===== src/rtl/pipeline_ctrl_pkg.sv =====
// Shared types and constants for the RV32 pipeline stall/flush controller
// and the stage registers it steers.
package pipe_ctrl_definitions;

  typedef enum logic [1:0] {
    CTRL_RUN,
    CTRL_DRAIN,
    CTRL_HALTED
  } ctrl_state_t;

  // Canonical NOP (addi x0, x0, 0) loaded by a flushed stage register.
  localparam logic [31:0] NOP_INSTR = 32'h0000_0013;
  localparam logic [4:0]  REG_ZERO  = 5'd0;

  typedef struct packed {
    logic pc_en;
    logic if_id_en;
    logic id_ex_en;
    logic ex_mem_en;
    logic mem_wb_en;
    logic if_id_flush;
    logic id_ex_flush;
    logic mem_wb_bubble;
    logic halted;
  } ctrl_out_t;

  localparam ctrl_out_t CTRL_OUT_RUN = '{
    pc_en: 1'b1, if_id_en: 1'b1, id_ex_en: 1'b1, ex_mem_en: 1'b1, mem_wb_en: 1'b1,
    if_id_flush: 1'b0, id_ex_flush: 1'b0, mem_wb_bubble: 1'b0, halted: 1'b0
  };

  localparam ctrl_out_t CTRL_OUT_FREEZE = '{
    pc_en: 1'b0, if_id_en: 1'b0, id_ex_en: 1'b0, ex_mem_en: 1'b0, mem_wb_en: 1'b0,
    if_id_flush: 1'b0, id_ex_flush: 1'b0, mem_wb_bubble: 1'b1, halted: 1'b0
  };

  localparam ctrl_out_t CTRL_OUT_HALT = '{
    pc_en: 1'b0, if_id_en: 1'b0, id_ex_en: 1'b0, ex_mem_en: 1'b0, mem_wb_en: 1'b0,
    if_id_flush: 1'b0, id_ex_flush: 1'b0, mem_wb_bubble: 1'b0, halted: 1'b1
  };

endpackage


===== src/rtl/pipeline_ctrl_if.sv =====
// Hazard/handshake inputs and stage-control outputs of pipeline_ctrl.
// master = the pipeline datapath, slave = the controller.
interface pipeline_ctrl_if;
  logic [4:0]  id_rs1;
  logic [4:0]  id_rs2;
  logic        id_uses_rs1;
  logic        id_uses_rs2;
  logic [4:0]  ex_rd;
  logic        ex_MemRead;
  logic        ex_redirect;
  logic        imem_ready;
  logic        mem_req;
  logic        mem_ready;
  logic        halt_req;
  logic        resume;

  logic        pc_en;
  logic        if_id_en;
  logic        id_ex_en;
  logic        ex_mem_en;
  logic        mem_wb_en;
  logic        if_id_flush;
  logic        id_ex_flush;
  logic        mem_wb_bubble;
  logic        halted;
  logic        mem_fault;
  logic [31:0] stall_cycles;

  modport master (
    output id_rs1, id_rs2, id_uses_rs1, id_uses_rs2, ex_rd, ex_MemRead,
           ex_redirect, imem_ready, mem_req, mem_ready, halt_req, resume,
    input  pc_en, if_id_en, id_ex_en, ex_mem_en, mem_wb_en, if_id_flush,
           id_ex_flush, mem_wb_bubble, halted, mem_fault, stall_cycles
  );

  modport slave (
    input  id_rs1, id_rs2, id_uses_rs1, id_uses_rs2, ex_rd, ex_MemRead,
           ex_redirect, imem_ready, mem_req, mem_ready, halt_req, resume,
    output pc_en, if_id_en, id_ex_en, ex_mem_en, mem_wb_en, if_id_flush,
           id_ex_flush, mem_wb_bubble, halted, mem_fault, stall_cycles
  );
endinterface


===== src/rtl/pipeline_ctrl_load_use_detect.sv =====
// Load-use hazard: the EX-stage load writes a register the decode-stage
// instruction reads. x0 never creates a dependency.
module load_use_detect
  import pipe_ctrl_definitions::*;
(
  input  logic [4:0] id_rs1_i,
  input  logic [4:0] id_rs2_i,
  input  logic       id_uses_rs1_i,
  input  logic       id_uses_rs2_i,
  input  logic [4:0] ex_rd_i,
  input  logic       ex_mem_read_i,
  output logic       lu_o
);
  logic hit1, hit2;

  assign hit1 = id_uses_rs1_i && (ex_rd_i == id_rs1_i);
  assign hit2 = id_uses_rs2_i && (ex_rd_i == id_rs2_i);
  assign lu_o = ex_mem_read_i && (ex_rd_i != REG_ZERO) && (hit1 || hit2);
endmodule


===== src/rtl/pipeline_ctrl.sv =====
// Stall/flush sequencer for the 5-stage pipeline: hazard priority mux,
// halt/drain FSM, data-memory timeout fault and stall-cycle counter.
module pipeline_ctrl
  import pipe_ctrl_definitions::*;
#(
  parameter int unsigned DRAIN_CYCLES = 4,
  parameter int unsigned DMEM_TIMEOUT = 256
) (
  input  logic           clk,
  input  logic           rst,
  pipeline_ctrl_if.slave bus
);
  localparam int DW = (DRAIN_CYCLES > 1) ? $clog2(DRAIN_CYCLES) : 1;
  localparam int WW = (DMEM_TIMEOUT > 1) ? $clog2(DMEM_TIMEOUT) : 1;

  ctrl_state_t state_q, state_d;
  logic [DW-1:0] drain_cnt_q, drain_cnt_d;
  logic [WW-1:0] wait_cnt_q, wait_cnt_d;
  logic          mem_fault_q, mem_fault_d;
  logic          halt_pend_q, halt_pend_d;
  logic [31:0]   stall_q, stall_d;

  logic      freeze, lu, timeout;
  ctrl_out_t out;

  assign freeze  = bus.mem_req && !bus.mem_ready;
  assign timeout = freeze && (wait_cnt_q == WW'(DMEM_TIMEOUT - 1));

  load_use_detect u_lu (
    .id_rs1_i      (bus.id_rs1),
    .id_rs2_i      (bus.id_rs2),
    .id_uses_rs1_i (bus.id_uses_rs1),
    .id_uses_rs2_i (bus.id_uses_rs2),
    .ex_rd_i       (bus.ex_rd),
    .ex_mem_read_i (bus.ex_MemRead),
    .lu_o          (lu)
  );

  // Output priority: freeze > redirect > load-use > fetch miss.
  always_comb begin
    out = CTRL_OUT_RUN;
    unique case (state_q)
      CTRL_RUN: begin
        if (freeze) begin
          out = CTRL_OUT_FREEZE;
        end else if (bus.ex_redirect) begin
          out.if_id_flush = 1'b1;
          out.id_ex_flush = 1'b1;
        end else if (lu) begin
          out.pc_en       = 1'b0;
          out.if_id_en    = 1'b0;
          out.id_ex_flush = 1'b1;
        end else if (!bus.imem_ready) begin
          out.pc_en       = 1'b0;
          out.if_id_flush = 1'b1;
        end
      end
      CTRL_DRAIN: begin
        if (freeze) begin
          out = CTRL_OUT_FREEZE;
        end else begin
          out.pc_en       = 1'b0;
          out.if_id_flush = 1'b1;
        end
      end
      CTRL_HALTED: out = CTRL_OUT_HALT;
      default:     out = CTRL_OUT_RUN;
    endcase
  end

  always_comb begin
    state_d     = state_q;
    drain_cnt_d = drain_cnt_q;
    halt_pend_d = halt_pend_q;
    mem_fault_d = mem_fault_q;
    wait_cnt_d  = freeze ? wait_cnt_q + 1'b1 : '0;
    stall_d     = (!out.pc_en && state_q != CTRL_HALTED) ? stall_q + 32'd1 : stall_q;
    unique case (state_q)
      CTRL_RUN: begin
        if (halt_pend_q && !freeze) state_d = CTRL_DRAIN;
        if (bus.halt_req) halt_pend_d = 1'b1;
      end
      CTRL_DRAIN: begin
        if (!freeze) begin
          if (drain_cnt_q == DW'(DRAIN_CYCLES - 1)) begin
            state_d     = CTRL_HALTED;
            drain_cnt_d = '0;
          end else begin
            drain_cnt_d = drain_cnt_q + 1'b1;
          end
        end
      end
      CTRL_HALTED: begin
        if (bus.resume && !bus.halt_req && !mem_fault_q) begin
          state_d     = CTRL_RUN;
          halt_pend_d = 1'b0;
        end
      end
      default: state_d = CTRL_RUN;
    endcase
    // A hung data access wins over every other transition.
    if (timeout) begin
      state_d     = CTRL_HALTED;
      mem_fault_d = 1'b1;
      drain_cnt_d = '0;
      wait_cnt_d  = '0;
    end
  end

  always_ff @(posedge clk) begin
    if (rst) begin
      state_q     <= CTRL_RUN;
      drain_cnt_q <= '0;
      wait_cnt_q  <= '0;
      mem_fault_q <= 1'b0;
      halt_pend_q <= 1'b0;
      stall_q     <= '0;
    end else begin
      state_q     <= state_d;
      drain_cnt_q <= drain_cnt_d;
      wait_cnt_q  <= wait_cnt_d;
      mem_fault_q <= mem_fault_d;
      halt_pend_q <= halt_pend_d;
      stall_q     <= stall_d;
    end
  end

  assign bus.pc_en         = out.pc_en;
  assign bus.if_id_en      = out.if_id_en;
  assign bus.id_ex_en      = out.id_ex_en;
  assign bus.ex_mem_en     = out.ex_mem_en;
  assign bus.mem_wb_en     = out.mem_wb_en;
  assign bus.if_id_flush   = out.if_id_flush;
  assign bus.id_ex_flush   = out.id_ex_flush;
  assign bus.mem_wb_bubble = out.mem_wb_bubble;
  assign bus.halted        = out.halted;
  assign bus.mem_fault     = mem_fault_q;
  assign bus.stall_cycles  = stall_q;
endmodule


===== src/flat_wrapper.sv =====
// flat-port wrapper written by rule: the top's interface ports become plain ports
module pipeline_ctrl_flat import pipe_ctrl_definitions::*;
#(
  parameter int unsigned DRAIN_CYCLES = 4,
  parameter int unsigned DMEM_TIMEOUT = 256
)
  (clk, rst, bus_id_rs1, bus_id_rs2, bus_id_uses_rs1, bus_id_uses_rs2, bus_ex_rd, bus_ex_MemRead, bus_ex_redirect, bus_imem_ready, bus_mem_req, bus_mem_ready, bus_halt_req, bus_resume, bus_pc_en, bus_if_id_en, bus_id_ex_en, bus_ex_mem_en, bus_mem_wb_en, bus_if_id_flush, bus_id_ex_flush, bus_mem_wb_bubble, bus_halted, bus_mem_fault, bus_stall_cycles);
  pipeline_ctrl_if bus_i ();
  input  logic clk;
  input  logic rst;
  input wire logic [$bits(bus_i.id_rs1)-1:0] bus_id_rs1;
  input wire logic [$bits(bus_i.id_rs2)-1:0] bus_id_rs2;
  input wire logic [$bits(bus_i.id_uses_rs1)-1:0] bus_id_uses_rs1;
  input wire logic [$bits(bus_i.id_uses_rs2)-1:0] bus_id_uses_rs2;
  input wire logic [$bits(bus_i.ex_rd)-1:0] bus_ex_rd;
  input wire logic [$bits(bus_i.ex_MemRead)-1:0] bus_ex_MemRead;
  input wire logic [$bits(bus_i.ex_redirect)-1:0] bus_ex_redirect;
  input wire logic [$bits(bus_i.imem_ready)-1:0] bus_imem_ready;
  input wire logic [$bits(bus_i.mem_req)-1:0] bus_mem_req;
  input wire logic [$bits(bus_i.mem_ready)-1:0] bus_mem_ready;
  input wire logic [$bits(bus_i.halt_req)-1:0] bus_halt_req;
  input wire logic [$bits(bus_i.resume)-1:0] bus_resume;
  output wire logic [$bits(bus_i.pc_en)-1:0] bus_pc_en;
  output wire logic [$bits(bus_i.if_id_en)-1:0] bus_if_id_en;
  output wire logic [$bits(bus_i.id_ex_en)-1:0] bus_id_ex_en;
  output wire logic [$bits(bus_i.ex_mem_en)-1:0] bus_ex_mem_en;
  output wire logic [$bits(bus_i.mem_wb_en)-1:0] bus_mem_wb_en;
  output wire logic [$bits(bus_i.if_id_flush)-1:0] bus_if_id_flush;
  output wire logic [$bits(bus_i.id_ex_flush)-1:0] bus_id_ex_flush;
  output wire logic [$bits(bus_i.mem_wb_bubble)-1:0] bus_mem_wb_bubble;
  output wire logic [$bits(bus_i.halted)-1:0] bus_halted;
  output wire logic [$bits(bus_i.mem_fault)-1:0] bus_mem_fault;
  output wire logic [$bits(bus_i.stall_cycles)-1:0] bus_stall_cycles;
  assign bus_i.id_rs1 = bus_id_rs1;
  assign bus_i.id_rs2 = bus_id_rs2;
  assign bus_i.id_uses_rs1 = bus_id_uses_rs1;
  assign bus_i.id_uses_rs2 = bus_id_uses_rs2;
  assign bus_i.ex_rd = bus_ex_rd;
  assign bus_i.ex_MemRead = bus_ex_MemRead;
  assign bus_i.ex_redirect = bus_ex_redirect;
  assign bus_i.imem_ready = bus_imem_ready;
  assign bus_i.mem_req = bus_mem_req;
  assign bus_i.mem_ready = bus_mem_ready;
  assign bus_i.halt_req = bus_halt_req;
  assign bus_i.resume = bus_resume;
  assign bus_pc_en = bus_i.pc_en;
  assign bus_if_id_en = bus_i.if_id_en;
  assign bus_id_ex_en = bus_i.id_ex_en;
  assign bus_ex_mem_en = bus_i.ex_mem_en;
  assign bus_mem_wb_en = bus_i.mem_wb_en;
  assign bus_if_id_flush = bus_i.if_id_flush;
  assign bus_id_ex_flush = bus_i.id_ex_flush;
  assign bus_mem_wb_bubble = bus_i.mem_wb_bubble;
  assign bus_halted = bus_i.halted;
  assign bus_mem_fault = bus_i.mem_fault;
  assign bus_stall_cycles = bus_i.stall_cycles;
  pipeline_ctrl #(.DRAIN_CYCLES(DRAIN_CYCLES), .DMEM_TIMEOUT(DMEM_TIMEOUT)) u_core (.clk(clk), .rst(rst), .bus(bus_i));
endmodule

===== config.mk =====
export PLATFORM = sky130hd
export DESIGN_NAME = pipeline_ctrl_flat
export DESIGN_NICKNAME = d
export VERILOG_FILES = /design/src/rtl/pipeline_ctrl_pkg.sv /design/src/rtl/pipeline_ctrl_if.sv /design/src/rtl/pipeline_ctrl_load_use_detect.sv /design/src/rtl/pipeline_ctrl.sv /design/src/flat_wrapper.sv
export SDC_FILE = /design/constraint.sdc
export NUM_CORES = 1
export LEC_CHECK = 0
export BUFFER_PORTS_ARGS = -buffer_cell sky130_fd_sc_hd__clkbuf_2
export CORE_UTILIZATION = 40
export CTS_CLUSTER_SIZE = 14
export DETAILED_ROUTE_END_ITERATION = 12
export SYNTH_ARGS = -nofsm -noshare
export SYNTH_HDL_FRONTEND = slang
export SYNTH_HIERARCHICAL = 1
export SYNTH_SLANG_ARGS = --single-unit

===== constraint.sdc =====
create_clock -name clk -period 10.1 [get_ports clk]
set_clock_uncertainty 0.2 [all_clocks]
set_input_delay 3.03 -clock clk [delete_from_list [all_inputs] [get_ports clk]]
set_output_delay 3.03 -clock clk [all_outputs]
set_load 0.02 [all_outputs]

==> flow_metrics.py <==
metrics = {
    "routing": {
        "post_drt_wl_per_cell_um": 12.7,
        "ant_nets": 0,
        "initialDrtViolationCount": 86,
        "post-route-drc-count": 0,
        "drt_wl_total_mm": 5.56,
        "via_count": 2270,
        "first_pass_iters": 4,
        "vias_per_cell": 5.19,
    },
    "global_routing": {
        "grt_overflow_total": 0,
        "grt_pass1_vias": 2051,
        "grt_usage": 0.181,
        "top_usage_layer": "met2",
        "grt_pass1_wl_mm": 9.39,
        "use_met3": 0.0326,
        "grtUsageMet2": 0.298,
        "grt_max_degree": 41,
        "antenna_found_initial": 0,
        "met1_usage": 0.246,
    },
    "final_layout": {
        "antennaDiodeCount": 0,
        "nets": 395,
        "final_cell_area_mm2": 0.00295,
        "most-common-layout-cells": "67 x clkbuf_2, 46 x dfxtp_1, 34 x nor2_1, 22 x a21oi_1",
        "fillers": 616,
        "drive_gt1_frac": 0.229,
        "final_common_cell": "clkbuf_2",
        "syn_to_final_growth_pct": 18.7,
    },
    "pwr": {
        "p_leak_nw": 1.18,
        "p_total_w": 0.000518,
        "peakVddDrop_v": 0.0000885,
        "p_per_area_mw_per_mm2": 176,
    },
    "yosys": {
        "syn_inst": 298,
        "ys.flop_type": "dfxtp_1",
        "syn_area_per_cell_um2": 8.33,
        "netlist_area_mm2": 0.00248,
        "yosysWarnings": 6,
        "synth_edf_count": 0,
        "ys_ff_latch": 46,
        "async_reset_ff_frac": 0,
        "synth_nets": 332,
        "netlist-cell-type-count": 44,
        "synth-seq-area-share": 0.371,
    },
    "clock_tree": {
        "numClockSinks": 46,
        "clockBufferDepth": 2,
        "cts-root-buf": "clkbuf_8",
        "cts_max_level": 2,
        "cts_made_buffers": 5,
        "cts.clk_slew.worst_paths_ns": 0.09,
        "cts_setup_buffers": 0,
        "cts-resized-gates": 0,
        "cts_hold_buf": 0,
        "insertion_delay_ns": 0.29,
        "cts_tree": "done",
    },
    "hold_path": {
        "hold_end": "u_core/wait_cnt_q[0]",
        "hp-class": "register to register",
        "hp-start": "u_core/wait_cnt_q[0]",
        "min_path_cells": 1,
    },
    "placement": {
        "post_dp_cell_area_mm2": 0.00285,
        "io_buffers": 67,
        "place.gp.congestion": 0.763,
        "hpwlAfterDp_mm": 4.07,
    },
    "sta": {
        "period_minus_slack_ns": 8.12,
        "slew_headroom": 0.432,
        "setup_viol": 0,
        "tns_ns": 0,
        "holdWs_ns": 0.269,
        "worst_pin_slew_ns": 0.852,
        "period_share": 0.804,
        "rsz0062_at_grt": "false",
        "report.final.slew_viol_count": 0,
        "fmax_mhz": 123,
        "finalHoldViolCount": 0,
    },
    "floorplanning": {
        "core-area_mm2": 0.00596,
        "die_h_um": 80.8,
        "io_pins": 68,
        "die-area_mm2": 0.00652,
        "die_w_um": 80.8,
        "rows": 28,
        "start_util": 0.417,
    },
    "worst_setup_path": {
        "regToRegSetupSlack_ns": 7.31,
        "critPathMaxFanout": 9,
        "path_class": "primary input to primary output",
        "crit_required_ns": 6.87,
        "r2r_cells": 7,
        "r2r-start": "u_core/state_q[0]",
        "crit_arrival_ns": 4.89,
        "crit_path_end_kind": "primary output",
        "r2r-end": "u_core/bus.stall_cycles[31]",
        "crit_path_start_kind": "primary input",
    },
    "run": {
        "cap_violations": 0,
    },
    "outcome": {
        "status": "finished clean",
    },
}
-- synth_stat cells, types with 4 or more instances --
cell      count  area share
or3_1        11       0.028
xor2_1       19       0.067
and3_1        4       0.010
nor3_1       12       0.024
dfxtp_1      46        0.37
nor2_1       34       0.051
nor4_1        7       0.018
nand4_1       7       0.018
clkbuf_1      8       0.012
nand2_1      19       0.029
nand3_1      14       0.028
ha_1          8       0.040
inv_1        10       0.015
o21ai_0      16       0.032
and4_1        4       0.014
or4_1         4       0.012
a21oi_1      22       0.044
xnor2_1      14       0.049
-- registers in the layout, summed over array words and instances, names as in the netlist --
signal,count
u_core/bus.mem_fault,1
u_core/drain_cnt_q,2
u_core/bus.stall_cycles,32
u_core/state_q,2
u_core/halt_pend_q,1
u_core/wait_cnt_q,8
-- where the power goes --
group / leakage [nW] / internal, W / switching [W] / total [W]
clock: 0.0482 / 0.0000553 / 0.0000604 / 0.000116
combinational: 0.761 / 0.0000681 / 0.000130 / 0.000198
sequential: 0.372 / 0.000192 / 0.0000122 / 0.000204
total: 1.18 / 0.000315 / 0.000202 / 0.000518
-- metrics by stage --
step | setup WS (ns) | utilization | cells
3_3_place_gp | 2.03 | 0.479 | 429
3_5_place_dp | 1.96 | 0.479 | 429
5_1_grt | 1.73 | 0.495 | 437
6_report | 1.98 | 0.495 | 437
4_1_cts | 1.94 | 0.495 | 437
2_1_floorplan | 2.39 | - | 298
-- how the worst max path moves through the flow --
| stage | end | slack, ns | startpoint | cells after the start |
|---|---|---|---|---|
| 3_5_place_dp | bus_pc_en | 1.96 | bus_ex_rd[2] | 9 |
| 6_report | bus_pc_en | 1.98 | bus_ex_rd[2] | 9 |
| 5_1_grt | bus_pc_en | 1.73 | bus_ex_rd[2] | 9 |
| 3_3_place_gp | bus_pc_en | 2.03 | bus_ex_rd[0] | 9 |
| 2_1_floorplan | bus_pc_en | 2.39 | bus_ex_rd[0] | 7 |
| 4_1_cts | bus_pc_en | 1.94 | bus_ex_rd[2] | 9 |
-- layout make-up --
type                            instances  area [um2]  area share
Clock buffer                            7        86.3      0.0293
Inverter                               10        37.5      0.0127
Timing Repair Buffer                   67         335       0.114
Tap cell                               75        93.8      0.0319
Clock inverter                          1        5.00     0.00170
Multi-Input combinational cell        231        1470       0.498
Sequential cell                        46         921       0.313
-- logic make-up after synthesis --
group,synth area share
buf+inv,0.0378
flops,0.371
simple gates,0.302
compound gates,0.124
fa+ha+maj,0.0403
xor+xnor,0.116
mux,0.00807
-- critical path, stage by stage --
cell and delay [ns]:
clkbuf_2 0.11, xor2_1 0.16, nor4_1 0.31, nand3_1 0.12, a21oi_1 0.27, nor2b_1 0.12
o211ai_2 0.39, o21ai_0 0.18, clkbuf_2 0.19
-- layer usage --
metal,up-vias,wire length [um]
li1,1181,-
met1,1051,2790
met2,36,2530
met3,2,210
met4,0,30
met5,-,0
Note: power is estimated with default switching activity, not from simulation.
